--- config.mk ---
export PLATFORM = sky130hd
export DESIGN_NAME = instr_realign
export DESIGN_NICKNAME = d
export VERILOG_FILES = /design/src/rtl/ariane_pkg.sv /design/src/rtl/instr_realign.sv
export SDC_FILE = /design/constraint.sdc
export NUM_CORES = 1
export LEC_CHECK = 0
export ABC_CLOCK_PERIOD_IN_PS = 3800
export CAP_MARGIN = 20
export CORE_AREA = 2 2 205 207
export DETAILED_ROUTE_END_ITERATION = 16
export DIE_AREA = 0 0 207 209
export GPL_ROUTABILITY_DRIVEN = 0
export SLEW_MARGIN = 20
export SYNTH_ARGS = -nofsm -noshare
export SYNTH_HDL_FRONTEND = slang
export SYNTH_SLANG_ARGS = --single-unit
--- constraint.sdc ---
create_clock -name clk_i -period 3.8 [get_ports clk_i]
set_clock_uncertainty 0.1 [all_clocks]
set_input_delay 0.57 -clock clk_i [delete_from_list [all_inputs] [get_ports clk_i]]
set_output_delay 0.57 -clock clk_i [all_outputs]
set_load 0.1 [all_outputs]
--- src/rtl/ariane_pkg.sv ---
// Shared frontend constants and the compressed-instruction test used by the
// realigner and the compressed decoder.
package ariane_pkg;

    localparam int unsigned FETCH_WIDTH     = 64;
    localparam int unsigned INSTR_PER_FETCH = FETCH_WIDTH / 16;

    function automatic logic is_compressed(input logic [15:0] hw);
        return hw[1:0] != 2'b11;
    endfunction

endpackage

--- src/rtl/instr_realign.sv ---
// Splits a fetch block into packed 16/32-bit instructions and carries the lower
// half of a 32-bit instruction that straddles into the next fetch block.
module instr_realign
    import ariane_pkg::*;
#(
    parameter int unsigned FETCH_WIDTH     = ariane_pkg::FETCH_WIDTH,
    parameter int unsigned INSTR_PER_FETCH = FETCH_WIDTH / 16
) (
    input  logic                       clk_i,
    input  logic                       rst_ni,
    input  logic                       flush_i,
    input  logic                       replay_i,
    input  logic                       valid_i,
    input  logic [63:0]                address_i,
    input  logic [FETCH_WIDTH-1:0]     data_i,
    output logic                       serving_unaligned_o,
    output logic [INSTR_PER_FETCH-1:0] valid_o,
    output logic [31:0]                instr_o [INSTR_PER_FETCH],
    output logic [63:0]                addr_o  [INSTR_PER_FETCH]
);

    localparam int unsigned OFF_W = $clog2(FETCH_WIDTH / 8);
    localparam int unsigned IDX_W = $clog2(INSTR_PER_FETCH);

    logic        unaligned_q;
    logic [15:0] unaligned_instr_q;
    logic [63:0] unaligned_address_q;

    logic        open_d;
    logic [15:0] open_instr_d;
    logic [63:0] open_addr_d;

    logic [63:0]      base;
    logic [IDX_W-1:0] start_hw;
    logic [IDX_W-1:0] slot;
    int               next_hw;

    // One spare zero halfword so the upper-half read at the last position stays in range.
    logic [15:0] hw [INSTR_PER_FETCH+1];

    assign base     = address_i & ~((64'd1 << OFF_W) - 64'd1);
    assign start_hw = address_i[OFF_W-1:1];

    always_comb begin
        for (int h = 0; h < int'(INSTR_PER_FETCH); h++) begin
            hw[h] = data_i[16*h +: 16];
        end
        hw[INSTR_PER_FETCH] = '0;
    end

    // NOTE: blocking assignments here on purpose; slot and next_hw are running
    // variables of the unrolled scan, and every output gets a default first so
    // no latch is inferred.
    always_comb begin
        valid_o      = '0;
        open_d       = 1'b0;
        open_instr_d = '0;
        open_addr_d  = '0;
        slot         = '0;
        next_hw      = 0;
        for (int j = 0; j < int'(INSTR_PER_FETCH); j++) begin
            instr_o[j] = '0;
            addr_o[j]  = '0;
        end

        if (valid_i) begin
            next_hw = int'(start_hw);
            // A saved half only continues into a sequential block starting at halfword 0.
            if (unaligned_q && start_hw == '0) begin
                valid_o[0] = 1'b1;
                instr_o[0] = {hw[0], unaligned_instr_q};
                addr_o[0]  = unaligned_address_q;
                slot       = IDX_W'(1);
                next_hw    = 1;
            end
            for (int h = 0; h < int'(INSTR_PER_FETCH); h++) begin
                if (h == next_hw) begin
                    if (is_compressed(hw[h])) begin
                        valid_o[slot] = 1'b1;
                        instr_o[slot] = {16'h0, hw[h]};
                        addr_o[slot]  = base + 64'(2 * h);
                        slot          = slot + IDX_W'(1);
                        next_hw       = h + 1;
                    end else if (h < int'(INSTR_PER_FETCH) - 1) begin
                        valid_o[slot] = 1'b1;
                        instr_o[slot] = {hw[h+1], hw[h]};
                        addr_o[slot]  = base + 64'(2 * h);
                        slot          = slot + IDX_W'(1);
                        next_hw       = h + 2;
                    end else begin
                        open_d       = 1'b1;
                        open_instr_d = hw[h];
                        open_addr_d  = base + 64'(2 * h);
                    end
                end
            end
        end
    end

    // NOTE: the saved-half registers are few, so all of them take the async reset.
    always_ff @(posedge clk_i or negedge rst_ni) begin
        if (!rst_ni) begin
            unaligned_q         <= 1'b0;
            unaligned_instr_q   <= '0;
            unaligned_address_q <= '0;
        end else if (flush_i) begin
            unaligned_q <= 1'b0;
        end else if (replay_i) begin
            unaligned_q         <= 1'b0;
            unaligned_instr_q   <= '0;
            unaligned_address_q <= '0;
        end else if (valid_i) begin
            unaligned_q <= open_d;
            if (open_d) begin
                unaligned_instr_q   <= open_instr_d;
                unaligned_address_q <= open_addr_d;
            end
        end
    end

    assign serving_unaligned_o = unaligned_q;

endmodule

# Word-level counts from Yosys, hierarchy flattened

Cells that the tools add are included.

Flip-flop bits (word level): 81
Bits of input ports: 133
Word-level logic and storage cells: 162

Add/sub/neg operators: 6
Magnitude comparators: 16
Equality and inequality tests: 7
Multiplexer cells: 106
Bitwise gates (word level): 9
Reduce and logical (&&, ||, !) cells: 15

Operators with widths:

| operator                                                              | number |
|---|---|
| 256-bit 2-to-1 mux                                                    | 9 |
| 128-bit 2-to-1 mux                                                    | 12 |
| 256-bit bitwise mux                                                   | 4 |
| 128-bit bitwise mux                                                   | 7 |
| 64-bit 2-to-1 mux                                                     | 11 |
| 64-bit demux with 2-bit select                                        | 4 |
| 32-bit 2-to-1 mux                                                     | 13 |
| 32-bit demux with 2-bit select                                        | 4 |
| 64-bit by 3-bit adder with 64-bit output (second input constant)      | 2 |
| 16-bit 2-to-1 mux                                                     | 5 |
| 64-bit by 2-bit adder with 64-bit output (second input constant)      | 1 |
| 3-bit by 32-bit == test with 1-bit output (first input constant)      | 2 |
| 4-bit 2-to-1 mux                                                      | 9 |
| 2-bit by 32-bit == test with 1-bit output (first input constant)      | 1 |
| 32-bit logical NOT                                                    | 1 |
| 2-bit 2-to-1 mux                                                      | 9 |
| 1-bit 2-to-1 mux                                                      | 14 |
| 3-bit greater-or-equal comparator (second input constant)             | 4 |
| 2-bit by 3-bit < comparator with 1-bit output (second input constant) | 4 |
| 3-bit by 1-bit < comparator with 1-bit output (second input constant) | 4 |
| 2-bit NOT with 3-bit output                                           | 4 |
| 4-bit OR                                                              | 3 |
| 1-bit logical AND                                                     | 9 |
| 1-bit demux with 2-bit select                                         | 4 |
| 10 further kinds                                                      | 19 |

# Logic depth before layout (Yosys ltp)

Gate-level depths: netlist (run 1).

Word-level depth: 25
Gate-level depth with buffers: 12

# Worst setup path after synthesis (run 1)

OpenSTA, ideal clock, no wires.

Kind: register to output
From: register unaligned_q, in the netlist serving_unaligned_o
To: output addr_o[10] (netlist name)
Arrival time: 5.161 ns
Data required time: 3.130 ns
Setup slack: -2.031 ns
Cell stages (with the launch flop): 13
Path through: dfrtp_1 -> buf_4 -> and3b_1 -> buf_6 -> nor3_2 -> nor2_1 -> ha_1 -> nor2b_1 -> a31o_2 -> o211a_2 -> a21oi_2 -> buf_4 -> nor3b_1

RTL lines:

| element                | RTL line             | text |
|---|---|---|
| start, declared        | instr_realign.sv:25  | `logic unaligned_q;` |
| start signal, assigned | instr_realign.sv:113 | `unaligned_q <= open_d;` |
| end, declared          | instr_realign.sv:19  | `output logic [63:0] addr_o [INSTR_PER_FETCH]` |

==> reports/metrics.csv, run 1 <==
metric;value;unit
Max Clock Freq;0.2650;GHz
net switching fraction of the power;50.39;%
final setup violation count;0;
type of the worst setup path;reg2out;
post-synthesis cell type with the largest combined area;sky130_fd_sc_hd__dfrtp_1;
cell with the largest stage delay on the worst path;sky130_fd_sc_hd__dfrtp_4;
Critical Path Stages;12;
FP Rows;75;
first-pass detailed-route iteration total;9;
capture point of the worst reg-to-reg path;unaligned_instr_q[8];
Critical Path End Type;output pin;
final hold vios;0;
Logic pwr share;67.1;%
count of unique library cells instantiated by Yosys;55;
met2 wire length;25420;µm
Clock power frac;16.7;%
sequential group share of total power;16.3;%
global router's overall resource usage;22.42;%
IO Count;522;
most frequent cells in the layout;sky130_fd_sc_hd__buf_12 (408), sky130_fd_sc_hd__clkdlybuf4s50_1 (124), sky130_fd_sc_hd__a22o_1 (110);
final global-route overflow total;0;
worst slew pin tran;1.075;ns
Area Growth Syn to Fin;157.2;%
number of placed cells counting well taps;2016;
filler-free cell count of the finished design;2045;
H-Tree Depth;3;
starting density of the core;18.93;%
number of routed nets with antenna violations;0;
cell breakdown of the critical path;and3b_2 -> nor3_4 -> buf_6 -> buf_4 -> buf_4 -> inv_1 -> ha_1 -> and2_1 -> o31a_4 -> buf_12 -> and2_2 -> buf_12;
setup slack on the worst flop-to-flop path;1.03;ns
worst hold slack;0.2613;ns
core area;0.04129;mm²
async set-or-reset flop fraction in the synthesized netlist;100.0;%
Via density;5.159;
portion of the post-synthesis area used by sequential elements;24.98;%
Critical path buffers and inverters;6;
clock tree from TritonCTS;built;
Crit. Startpoint;serving_unaligned_o;
count of flip-flops with a built-in enable after synthesis;0;
proportion of netlist area held by the largest area contributor;24.98;%
Max Transition Viols Final;0;
headroom to the max-slew limit;28.34;%
switching power total;0.002733;W
half-perimeter wire length after detailed placement;37610;µm
leakage component of the power;8.151;nW
DP Area;0.01946;mm²
max-capacitance violation count;0;
vias in the first global route;11060;
vertical die dimension;209;µm
Port Buf Inserts;516;
total wire length;50480;µm
internal power summed over all cells;0.002691;W
most common cell after layout, fill and taps aside;sky130_fd_sc_hd__buf_12;
CP max FO;61;
iteration-0 DRC count of the detailed router;1058;
synthesized netlist cell count;991;
clk_lat worst skew;0.34;ns
power density over the cells;269.9;mW/mm²
number of buffers on the longest clock path;2;
Required @ worst endpoint;3.13;ns
floorplan die area;0.04326;mm²
top cells by area in the synthesized netlist;sky130_fd_sc_hd__dfrtp_1 (25%), sky130_fd_sc_hd__a22o_1 (12%), sky130_fd_sc_hd__and2_1 (10%), sky130_fd_sc_hd__nor3b_1 (5.9%), sky130_fd_sc_hd__a22oi_1 (4.5%);
CP peak stage delay;0.40;ns
Final Total Pwr;0.005424;W
synthesized area divided by synthesized cell count;7.886;µm²
WP data arrival;3.10;ns
r2r startpoint;serving_unaligned_o;
highest metal used;met4;
Hold Crit Class;in2async;
worst voltage drop across the vdd grid;0.2028;mV
share of layout cells above drive strength 1;54.45;%
largest net degree at the start of global routing;76;
flops & latches, synth;78;
Netlist Area Pre-Place;0.007815;mm²
leading register cell type out of synthesis;sky130_fd_sc_hd__dfrtp_1;
Startpoint Class;flip-flop;
Die W;207;µm
Clock Pin Slew Worst Setup and Hold Paths;0.06;ns
sinks on the clock net;78;
crit path capture;addr_o[187];
met3 wire length;4272;µm
total clock buffers created by CTS;9;
logic depth of the worst register-to-register path;7;
min cycle time layout;3.773;ns
antenna violations before repair;5;
Layout Cell Area excl Fill;0.02010;mm²
setup repair after global routing missed its margin;true;
count of unresolved DRC violations after routing;0;
master cell of the clock root buffer;sky130_fd_sc_hd__clkbuf_16;
vias post-DR;10550;
final routed wire length divided by cell count;24.68;µm
run status;complete, no violations;
global-route wire length before repair;74710;µm
Setup TNS Final;0;ns
family with the most delay on the worst path;simple AND/OR/NAND/NOR gates;
final clock period utilization by the worst path;99.29;%
Synthesis Warnings;0;
Final Net Count;1636;
Hold Buf Count CTS;0;
met1 routed wirelength after detailed routing;19620;µm
-- worst min-delay path by stage --
stage | from | end | cells past startpoint
after floorplan | rst_ni | unaligned_address_q[10] | 0
after global placement | unaligned_address_q[45] | unaligned_address_q[45] | 1
after detailed placement | unaligned_instr_q[2] | unaligned_instr_q[2] | 1
after CTS | rst_ni | unaligned_instr_q[10] | 1
after global routing | rst_ni | unaligned_instr_q[11] | 1
final | rst_ni | unaligned_address_q[50] | 1
-- final cells by class --
cell class | instances | area (µm²)
Sequential cell | 78 | 1956
Tap cell | 539 | 674.4
Antenna cell | 2 | 5.005
Fill cell | 3634 | 21190
Clock inverter | 6 | 70.07
Clock buffer | 9 | 225.2
Timing Repair Buffer | 629 | 10260
Inverter | 8 | 41.29
Multi-Input combinational cell | 774 | 6862
-- per-stage QoR --
step                util [%]  worst slack (ns)
floorplan                  -           -0.2891
global placement       47.14           -0.2811
detailed placement     47.14           -0.3060
CTS                    48.16           -0.1091
global route           48.68          -0.05268
finish                 48.68           0.02686
-- sequential cells by signal (all words and copies together) (netlist names) --
signal               count
unaligned_address_q     62
unaligned_instr_q       15
serving_unaligned_o      1
-- cell usage after synthesis, types with 2 or more instances --
cell / n
sky130_fd_sc_hd__o211ai_1: 6
sky130_fd_sc_hd__a22o_1: 110
sky130_fd_sc_hd__nand2_1: 77
sky130_fd_sc_hd__a21oi_1: 40
sky130_fd_sc_hd__and2_1: 130
sky130_fd_sc_hd__ha_1: 3
sky130_fd_sc_hd__o21ai_0: 29
sky130_fd_sc_hd__a21oi_2: 3
sky130_fd_sc_hd__mux2i_1: 16
sky130_fd_sc_hd__clkbuf_1: 71
sky130_fd_sc_hd__a221oi_1: 22
sky130_fd_sc_hd__o2111ai_1: 2
sky130_fd_sc_hd__a32o_1: 6
sky130_fd_sc_hd__buf_4: 17
sky130_fd_sc_hd__dfrtp_1: 78
sky130_fd_sc_hd__nand2b_1: 2
sky130_fd_sc_hd__a211oi_1: 7
sky130_fd_sc_hd__buf_2: 25
sky130_fd_sc_hd__nor3b_1: 61
sky130_fd_sc_hd__and3_1: 33
sky130_fd_sc_hd__inv_1: 7
sky130_fd_sc_hd__buf_1: 3
sky130_fd_sc_hd__buf_6: 18
sky130_fd_sc_hd__nor3_2: 2
sky130_fd_sc_hd__nor2_1: 87
sky130_fd_sc_hd__o21a_1: 2
sky130_fd_sc_hd__nor2b_1: 2
sky130_fd_sc_hd__nor3_1: 8
sky130_fd_sc_hd__a31oi_1: 5
sky130_fd_sc_hd__a22oi_1: 47
sky130_fd_sc_hd__a222oi_1: 17
sky130_fd_sc_hd__a2bb2oi_1: 18
sky130_fd_sc_hd__nand3b_1: 2
sky130_fd_sc_hd__nand3_1: 14
-- kinds of logic (layout without fill, tap and decap cells) --
| logic type | count (synthesis) | after routing | share of synthesized area [%] |
|---|---|---|---|
| other | 1 | 6 | 0.04798 |
| buffers and inverters | 142 | 652 | 9.766 |
| AND/OR/NAND/NOR | 423 | 423 | 29.54 |
| AO/OA/AOI/OAI | 328 | 328 | 33.14 |
| multiplexers | 16 | 16 | 2.049 |
| adder cells (fa/ha/maj) | 3 | 3 | 0.4804 |
| flip-flops | 78 | 78 | 24.98 |
-- power groups by stage --
| stage | clock network, W | registers, W | logic (W) |
|---|---|---|---|
| after CTS | 0.000941 | 0.000881 | 0.00361 |
| after floorplan | 0 | 0.000893 | 0.00217 |
| after global placement | 0 | 0.000895 | 0.00354 |
| final | 0.000904 | 0.000883 | 0.00364 |
| after global routing | 0.000975 | 0.000885 | 0.00374 |
| after detailed placement | 0 | 0.000896 | 0.00356 |
-- worst reg2reg max path, cell delays in order, from the launching register on --
cell and delay (ns):
sky130_fd_sc_hd__dfrtp_4 0.47, sky130_fd_sc_hd__and3b_2 0.27, sky130_fd_sc_hd__buf_4 0.21, sky130_fd_sc_hd__a32oi_2 0.13
sky130_fd_sc_hd__buf_4 0.20, sky130_fd_sc_hd__nand3_1 0.21, sky130_fd_sc_hd__a21o_4 0.72, sky130_fd_sc_hd__a22o_1 0.39
-- routing by layer --
layer / up-vias / global-route usage (%)
li1: 4671 / -
met1: 5253 / 25.92
met2: 563 / 39.68
met3: 63 / 6.778
met4: 0 / 6.773
met5: - / 0
-- repair_timing --
| item | in CTS | in global routing |
|---|---|---|
| cloned | 2 | 4 |
| buffers inserted | 4 | 3 |
| pin swaps | 40 | 16 |
| gates resized for setup | 23 | 32 |
| setup endpoints to repair | 228 | 230 |
| hold endpoints to repair | 0 | 0 |
(Power assumes the default switching activity.)
==> run 2, diff against run 1 <==
--- a/config.mk
+++ b/config.mk
@@ -11,7 +11,7 @@
 export DETAILED_ROUTE_END_ITERATION = 16
 export DIE_AREA = 0 0 207 209
 export GPL_ROUTABILITY_DRIVEN = 0
-export SLEW_MARGIN = 20
+export SLEW_MARGIN = 0
 export SYNTH_ARGS = -nofsm -noshare
 export SYNTH_HDL_FRONTEND = slang
 export SYNTH_SLANG_ARGS = --single-unit
==> results of run 2 <==
No change in the layout: final DEF, timing and power equal those of run 1.
==> run 3, diff against run 2 <==
--- a/config.mk
+++ b/config.mk
@@ -7,10 +7,11 @@
 export LEC_CHECK = 0
 export ABC_CLOCK_PERIOD_IN_PS = 3800
 export CAP_MARGIN = 20
-export CORE_AREA = 2 2 205 207
+export CORE_AREA = 8 8 199 201
 export DETAILED_ROUTE_END_ITERATION = 16
 export DIE_AREA = 0 0 207 209
 export GPL_ROUTABILITY_DRIVEN = 0
+export SKIP_LAST_GASP = 1
 export SLEW_MARGIN = 0
 export SYNTH_ARGS = -nofsm -noshare
 export SYNTH_HDL_FRONTEND = slang
==> reports/metrics.csv, run 3 (same netlist as run 1, synthesis figures left out) <==
metric;value;unit
run status;complete, no violations;
global router's overall resource usage;23.12;%
vertical die dimension;209;µm
total clock buffers created by CTS;9;
IO Count;522;
CP max FO;8;
leakage component of the power;8.214;nW
Clock Pin Slew Worst Setup and Hold Paths;0.06;ns
H-Tree Depth;3;
clock tree from TritonCTS;built;
Top reg by flops;unaligned_address_q;
vias in the first global route;11320;
filler-free cell count of the finished design;1986;
net switching fraction of the power;49.43;%
Critical path buffers and inverters;4;
switching power total;0.002721;W
FP Rows;70;
Startpoint Class;input pin;
DP Area;0.01938;mm²
flip-flop count of the largest register, all copies and words added;62;
most common cell after layout, fill and taps aside;sky130_fd_sc_hd__buf_12;
final hold vios;0;
internal power summed over all cells;0.002784;W
clk_lat worst skew;0.34;ns
first-pass detailed-route iteration total;7;
sequential group share of total power;16.0;%
global-route wire length before repair;78050;µm
type of the worst setup path;in2out;
Area Growth Syn to Fin;158.8;%
floorplan die area;0.04326;mm²
WP data arrival;3.11;ns
final setup violation count;0;
Setup TNS Final;0;ns
final global-route overflow total;0;
worst slew pin tran;0.9684;ns
starting density of the core;21.55;%
CP peak stage delay;0.62;ns
logic depth of the worst register-to-register path;9;
sinks on the clock net;78;
Port Buf Inserts;516;
setup repair after global routing missed its margin;true;
cell repeated most along the worst path;sky130_fd_sc_hd__buf_4;
setup slack on the worst flop-to-flop path;0.89;ns
number of buffers on the longest clock path;2;
cell with the largest stage delay on the worst path;sky130_fd_sc_hd__clkdlybuf4s50_1;
number of routed nets with antenna violations;0;
iteration-0 DRC count of the detailed router;897;
Via density;5.327;
final routed wire length divided by cell count;26.43;µm
Required @ worst endpoint;3.13;ns
max-capacitance violation count;0;
core area;0.03626;mm²
Final Net Count;1647;
Critical Path End Type;output pin;
Clock power frac;17.3;%
worst voltage drop across the vdd grid;0.2135;mV
antenna violations before repair;4;
Max Transition Viols Final;0;
capture point of the worst reg-to-reg path;unaligned_instr_q[10];
min cycle time layout;3.777;ns
vias post-DR;10580;
share of layout cells above drive strength 1;54.85;%
most frequent cells in the layout;sky130_fd_sc_hd__buf_12 (405), sky130_fd_sc_hd__clkdlybuf4s50_1 (126), sky130_fd_sc_hd__and2_2 (112);
Max Clock Freq;0.2647;GHz
Logic pwr share;66.7;%
power density over the cells;272.1;mW/mm²
headroom to the max-slew limit;35.29;%
largest net degree at the start of global routing;76;
family with the most delay on the worst path;buffers and inverters;
total wire length;52490;µm
half-perimeter wire length after detailed placement;40500;µm
final clock period utilization by the worst path;99.40;%
master cell of the clock root buffer;sky130_fd_sc_hd__clkbuf_16;
Hold Crit Class;in2async;
r2r startpoint;serving_unaligned_o;
Layout Cell Area excl Fill;0.02023;mm²
count of unresolved DRC violations after routing;0;
Die W;207;µm
cell breakdown of the critical path;clkdlybuf4s50_1 -> nor4bb_2 -> a32oi_2 -> buf_4 -> nor2_1 -> buf_4 -> nand2_1 -> a21oi_2 -> buf_12;
number of placed cells counting well taps;1948;
==> run 3: cell types whose count changed in the layout (fill, tap and decap cells not counted), moves of 3 or more <==
cell / before / now
sky130_fd_sc_hd__a2bb2oi_2: 7 / 0
sky130_fd_sc_hd__buf_4: 80 / 85
sky130_fd_sc_hd__buf_12: 408 / 405
sky130_fd_sc_hd__a221oi_2: 3 / 0
sky130_fd_sc_hd__buf_16: 1 / 7
sky130_fd_sc_hd__a221oi_1: 19 / 22
sky130_fd_sc_hd__buf_6: 3 / 7
sky130_fd_sc_hd__clkbuf_16: 13 / 10
sky130_fd_sc_hd__and2_4: 25 / 11
sky130_fd_sc_hd__and2_2: 99 / 112
sky130_fd_sc_hd__a2bb2oi_4: 11 / 18
==> run 3: cell type report <==
| type | instances | area (µm²) |
|---|---|---|
| diodes | 3 | 7.507 |
| clock buffers | 9 | 225.2 |
| clock inverters | 6 | 92.59 |
| fillers | 3011 | 16030 |
| inverters | 8 | 41.29 |
| multi-input cells | 774 | 6917 |
| flip-flops and latches | 78 | 1956 |
| well taps | 468 | 585.6 |
| repair buffers | 640 | 10400 |
==> run 3: what timing repair did <==
item,4_1_cts,5_1_grt
hold buffers,0,0
gates resized for setup,47,10
pin swaps,55,10
endpoints found under the setup margin,282,233
gates cloned,6,2
buffers inserted,13,2
==> run 3: stage by stage <==
stage                     setup slack (ns)  hold WS (ns)  util [%]  total power [W]
after CTS                         -0.09009        0.2579     55.60         0.005552
after floorplan                    -0.2891        0.1744         -         0.003062
after detailed placement           -0.2923        0.3815     53.45         0.004458
after global placement             -0.2776        0.3823     53.45         0.004441
after global routing              -0.01710        0.2758     55.78         0.005684
final                              0.02280        0.2135     55.78         0.005505
==> run 3: worst reg2reg max path: stages (launching register included) <==
cell	delay, ns
sky130_fd_sc_hd__dfrtp_4	0.47
sky130_fd_sc_hd__and3b_2	0.27
sky130_fd_sc_hd__buf_4	0.11
sky130_fd_sc_hd__buf_4	0.18
sky130_fd_sc_hd__a32oi_2	0.13
sky130_fd_sc_hd__buf_4	0.19
sky130_fd_sc_hd__buf_4	0.12
sky130_fd_sc_hd__nand3_1	0.22
sky130_fd_sc_hd__a21o_4	0.69
sky130_fd_sc_hd__a22o_1	0.38
==> run 3: worst max-delay path by stage <==
stage | from | depth (start not counted) | endpoint | slack (ns)
floorplan | serving_unaligned_o | 11 | instr_o[0] | -0.29
global placement | data_i[1] | 13 | addr_o[20] | -0.28
detailed placement | data_i[1] | 13 | addr_o[3] | -0.29
CTS | serving_unaligned_o | 14 | addr_o[31] | -0.09
global route | serving_unaligned_o | 13 | addr_o[119] | -0.02
finish | data_i[32] | 9 | instr_o[126] | 0.02
==> run 3: per-layer routing <==
metal / track usage, % / up-vias / part of all wire [%]
li1: - / 4687 / -
met1: 25.47 / 5284 / 38
met2: 41.88 / 559 / 51
met3: 7.887 / 49 / 8.8
met4: 6.211 / 0 / 2.0
met5: 0 / - / 0
==> run 3: power groups by stage <==
stage / clock, W / sequential [W] / combinational, W
final: 0.000953 / 0.000883 / 0.00367
after global routing: 0.00102 / 0.000885 / 0.00378
after CTS: 0.000992 / 0.000881 / 0.00368
after detailed placement: 0 / 0.000896 / 0.00356
after global placement: 0 / 0.000896 / 0.00355
after floorplan: 0 / 0.000893 / 0.00217
